[src/rtl/writeback_arbiter.sv]
`default_nettype none
// ============================================================================
// Module   : writeback_arbiter
// Brief    : Buffers one result per execution unit and drains them round-robin
//            onto the single register-file write port.
// Revision : 1.0
// ============================================================================
module writeback_arbiter #(
  parameter int NSRC = 3,
  parameter int xlen = 32
) (
  input  logic                       clk,
  input  logic                       rst_n,
  input  logic [NSRC-1:0]            src_valid,
  output logic [NSRC-1:0]            src_ready,
  input  logic [NSRC-1:0][4:0]       src_rd,
  input  logic [NSRC-1:0][xlen-1:0]  src_data,
  input  logic                       flush,
  output logic                       w_valid,
  output logic [4:0]                 w_ad,
  output logic [xlen-1:0]            w_data
);

  localparam int              PW   = (NSRC > 1) ? $clog2(NSRC) : 1;
  localparam logic [PW-1:0]   LAST = PW'(NSRC - 1);

  logic [NSRC-1:0]            buf_v;
  logic [NSRC-1:0][4:0]       buf_rd;
  logic [NSRC-1:0][xlen-1:0]  buf_data;
  logic [PW-1:0]              rr_ptr;

  logic [NSRC-1:0]            grant;
  logic [PW-1:0]              gidx;
  logic [PW-1:0]              cand;
  logic                       any_grant;

  // Search starts one past the last winner so every full buffer is served
  // within NSRC cycles.
  always_comb begin
    grant     = '0;
    gidx      = rr_ptr;
    cand      = rr_ptr;
    any_grant = 1'b0;
    for (int k = 1; k <= NSRC; k++) begin
      cand = PW'((int'(rr_ptr) + k) % NSRC);
      if (!any_grant && buf_v[cand]) begin
        grant[cand] = 1'b1;
        gidx        = cand;
        any_grant   = 1'b1;
      end
    end
  end

  // A granted buffer drains this edge, so it may refill in the same cycle.
  assign src_ready = {NSRC{!flush}} & (~buf_v | grant);

  always_ff @(posedge clk or negedge rst_n) begin
    if (!rst_n) begin
      buf_v    <= '0;
      buf_rd   <= '0;
      buf_data <= '0;
      rr_ptr   <= LAST;
      w_valid  <= 1'b0;
      w_ad     <= 5'd0;
      w_data   <= '0;
    end else if (flush) begin
      buf_v   <= '0;
      w_valid <= 1'b0;
    end else begin
      w_valid <= any_grant;
      if (any_grant) begin
        w_ad   <= buf_rd[gidx];
        w_data <= buf_data[gidx];
        rr_ptr <= gidx;
      end
      for (int i = 0; i < NSRC; i++) begin
        if (grant[i]) begin
          buf_v[i] <= 1'b0;
        end
        // Writes to x0 are accepted but never buffered.
        if (src_valid[i] && src_ready[i] && (src_rd[i] != 5'd0)) begin
          buf_v[i]    <= 1'b1;
          buf_rd[i]   <= src_rd[i];
          buf_data[i] <= src_data[i];
        end
      end
    end
  end

endmodule
`default_nettype wire

[config.mk]
export PLATFORM = sky130hd
export DESIGN_NAME = writeback_arbiter
export DESIGN_NICKNAME = d
export VERILOG_FILES = /design/src/rtl/writeback_arbiter.sv
export SDC_FILE = /design/constraint.sdc
export NUM_CORES = 1
export LEC_CHECK = 0
export BUFFER_PORTS_ARGS = -buffer_cell sky130_fd_sc_hd__clkbuf_2
export CAP_MARGIN = 20
export CELL_PAD_IN_SITES_DETAIL_PLACEMENT = 0
export CELL_PAD_IN_SITES_GLOBAL_PLACEMENT = 1
export CORE_MARGIN = 4
export CORE_UTILIZATION = 39
export DETAILED_ROUTE_END_ITERATION = 10
export PLACE_DENSITY_LB_ADDON = 0.3
export SETUP_SLACK_MARGIN = 0.1
export SYNTH_ARGS = -nofsm -noshare
export SYNTH_HDL_FRONTEND = slang
export SYNTH_SLANG_ARGS = --single-unit
[constraint.sdc]
create_clock -name clk -period 2.7 [get_ports clk]
set_input_delay 0.54 -clock clk [delete_from_list [all_inputs] [get_ports clk]]
set_output_delay 0.54 -clock clk [all_outputs]
set_load 0.03 [all_outputs]
==> run metrics <==
status=complete, but fails checks; failing checks=setup timing; endpoint class of the critical path=output pin; Area contributors post-synth=dfrtp_1, mux2_2, mux2i_1, o211ai_1, mux2_1; slowest CP cell=dfstp_2; synthesized flop and latch total=about 150; EDFF count, synth=0; std cell rows=47; share of layout cells above drive strength 1=between 50% and 60%; Place WS=-0.122 ns; post-synthesis sequential area ratio=57.1%; RSZ-0062 raised after global routing=true; H-tree depth=4; vias=5184; Total Nets Final=868; total congestion overflow=0; GRT Total Usage=20.2%; max-slew violation total from the final report=0; ant diodes=0; Die Width=140 µm; largest net degree at the start of global routing=just over 70; Peak supply drop=756 µV; first-pass GRT wire length=30800 µm; final WL=20200 µm; Hold Buf Count CTS=0; ys flop type=dfrtp_1; Design Area, Final=9680 µm²; die area=19500 µm²; cell area after technology mapping=6750 µm²; first-pass detailed-route iteration total=4; top cells by count, synth=dfrtp_1, mux2_2, nand2_1; Arr. time, crit path=2.36 ns; Post-Place Cells=898; Static Leak=4.45 nW; vias per cell=5.29; antenna viol nets, final=0; CTS buffer count=17; vias in the first global route=5501; syn avg cell area=12.9 µm²; final hold vios=0; crit path kind=reg2out; Design Power=13.8 mW; Max Root-Sink Buffers=2; aggregate negative setup slack=-8.13 ns; HP Class=in2async; Worst-Margin Slew=0.417 ns; max frequency=344 MHz; Power per Cell Area=1420 nW/µm²; initial DRC count=around 220; CTS sink cnt=154; port bufs=157; Clk Latency, worst-skew pair=around 0.42 ns; fin cells=980; Post-route DRC=0; CTS tree=built; Yosys top cell area share=between 50% and 60%; Slew HR=72.2%; dpl cell area=roughly 8000 µm²; fin util=about 58%; die extent in y=140 µm; detailed-placement wirelength estimate=12500 µm; area delta synth->final=43.4%; critical-path cell list=inv_2, ha_4, mux2i_1, o22a_1, nor3_4, a21oi_2, buf_4, nor2_4, clkbuf_8; initial antenna violation count=0; Final period util=108%; clock root cell=clkbuf_16; Synth area leader=dfrtp_1; Core Box Area=16800 µm²; syn_nets=644; Worst Skew=0.00763 ns; yosys warns=0; cells after synthesis=between 500 and 600; Max-Cap Viols=0; Top Ports=158; Distinct cells, synth=45; Clock transition at path regs=0.06 ns; critical path launch point type=register; Tmin final=2.90 ns; Initial Utilization=roughly 40%; Placer Congestion=0.830; ys async rst share=100%; R2R cell count=13; setup violators final=94; per-cell routed wire length=approximately 21 µm; Max FO, Critical Path=4; WHS=about 0.024 ns; critical path's largest stage delay=0.55 ns; Final WS setup=-0.204 ns; Critical Path RT=2.16 ns; top-count cell post-synth=dfrtp_1
## state kept, by name, summed over array words and instances (netlist names)
signal    cells
w_ad          5
buf_v         3
w_valid       1
buf_data     96
w_data       32
buf_rd       15
rr_ptr        2
## final timing paths
kind | startpoint | to | slack, ns
max | rr_ptr[1] | src_ready[1] | -0.20
min | rst_n | w_data[4] | 0.02
max reg2reg | rr_ptr[1] | buf_data[29] | -0.13
min reg2reg | w_data[25] | w_data[25] | 0.49
max in group asynchronous | rst_n | w_data[6] | 1.94
min in group clk | src_data[45] | buf_data[45] | 0.35
## final cells by class
class,count,area [µm²]
multi-input combinational,324,2990
inverter,10,37.5
fill,1391,7080
timing repair buffer,240,1910
clock buffer,21,470
sequential,154,3850
tap,220,275
clock inverter,11,141
## placed cells by master, fill, tap and decap left out, drive strengths merged, types with 2 or more instances in the layout
cell | Yosys | layout
inv | 10 | 12
a21oi | 4 | 4
mux2i | 41 | 41
or4 | 3 | 3
nor2b | 2 | 2
nor2 | 6 | 6
o21ai | 7 | 7
buf | 22 | 81
ha | 4 | 4
nand2 | 42 | 42
clkinv | 0 | 6
a32o | 5 | 5
mux2 | 104 | 104
a21o | 3 | 3
nand3 | 38 | 38
bufinv | 0 | 3
a21boi | 3 | 3
o211ai | 37 | 37
clkbuf | 13 | 180
nor3b | 2 | 2
dfrtp | 153 | 153
nand2b | 4 | 4
a21bo | 2 | 2
nor3 | 3 | 3
## critical path, delay by kind of cell (launching register included)
family | cells | cell delay, ns
flops | 1 | 0.55
buf+inv | 3 | 0.40
compound gates | 2 | 0.38
simple gates | 2 | 0.33
fa+ha+maj | 1 | 0.17
mux | 1 | 0.14
## power by group
group / switching (mW) / internal (mW)
clock: 0.944 / 1.53
sequential: 0.610 / 3.34
combinational: 3.67 / 3.66
## metal layers
| layer | vias to the layer above | wire, µm | GRT usage (%) | part of all wire [%] |
|---|---|---|---|---|
| met5 | - | 0 | 0 | 0 |
| li1 | 2345 | - | - | - |
| met1 | 2666 | 8770 | 26.6 | 43 |
| met4 | 0 | 247 | 5.66 | 1.2 |
| met3 | 20 | 1170 | 5.52 | 5.8 |
| met2 | 153 | 10000 | 33.1 | 50 |
## kinds of logic (layout without fill, tap and decap cells)
| family | count (synthesis) | after routing | synth area share (%) |
|---|---|---|---|
| adder cells (fa/ha/maj) | 4 | 4 | 0.741 |
| AO/OA/AOI/OAI | 72 | 72 | 8.11 |
| flip-flops | 154 | 154 | 57.1 |
| AND/OR/NAND/NOR | 103 | 103 | 7.47 |
| buffers and inverters | 45 | 282 | 3.19 |
| multiplexers | 145 | 145 | 23.4 |
## timing repair
item	in CTS	in global routing
setup buffers	17	19
pin swaps	9	7
gates cloned	8	6
resized for setup	49	29
endpoints found under the setup margin	145	151
No activity file was read; power rests on OpenSTA's default activity.
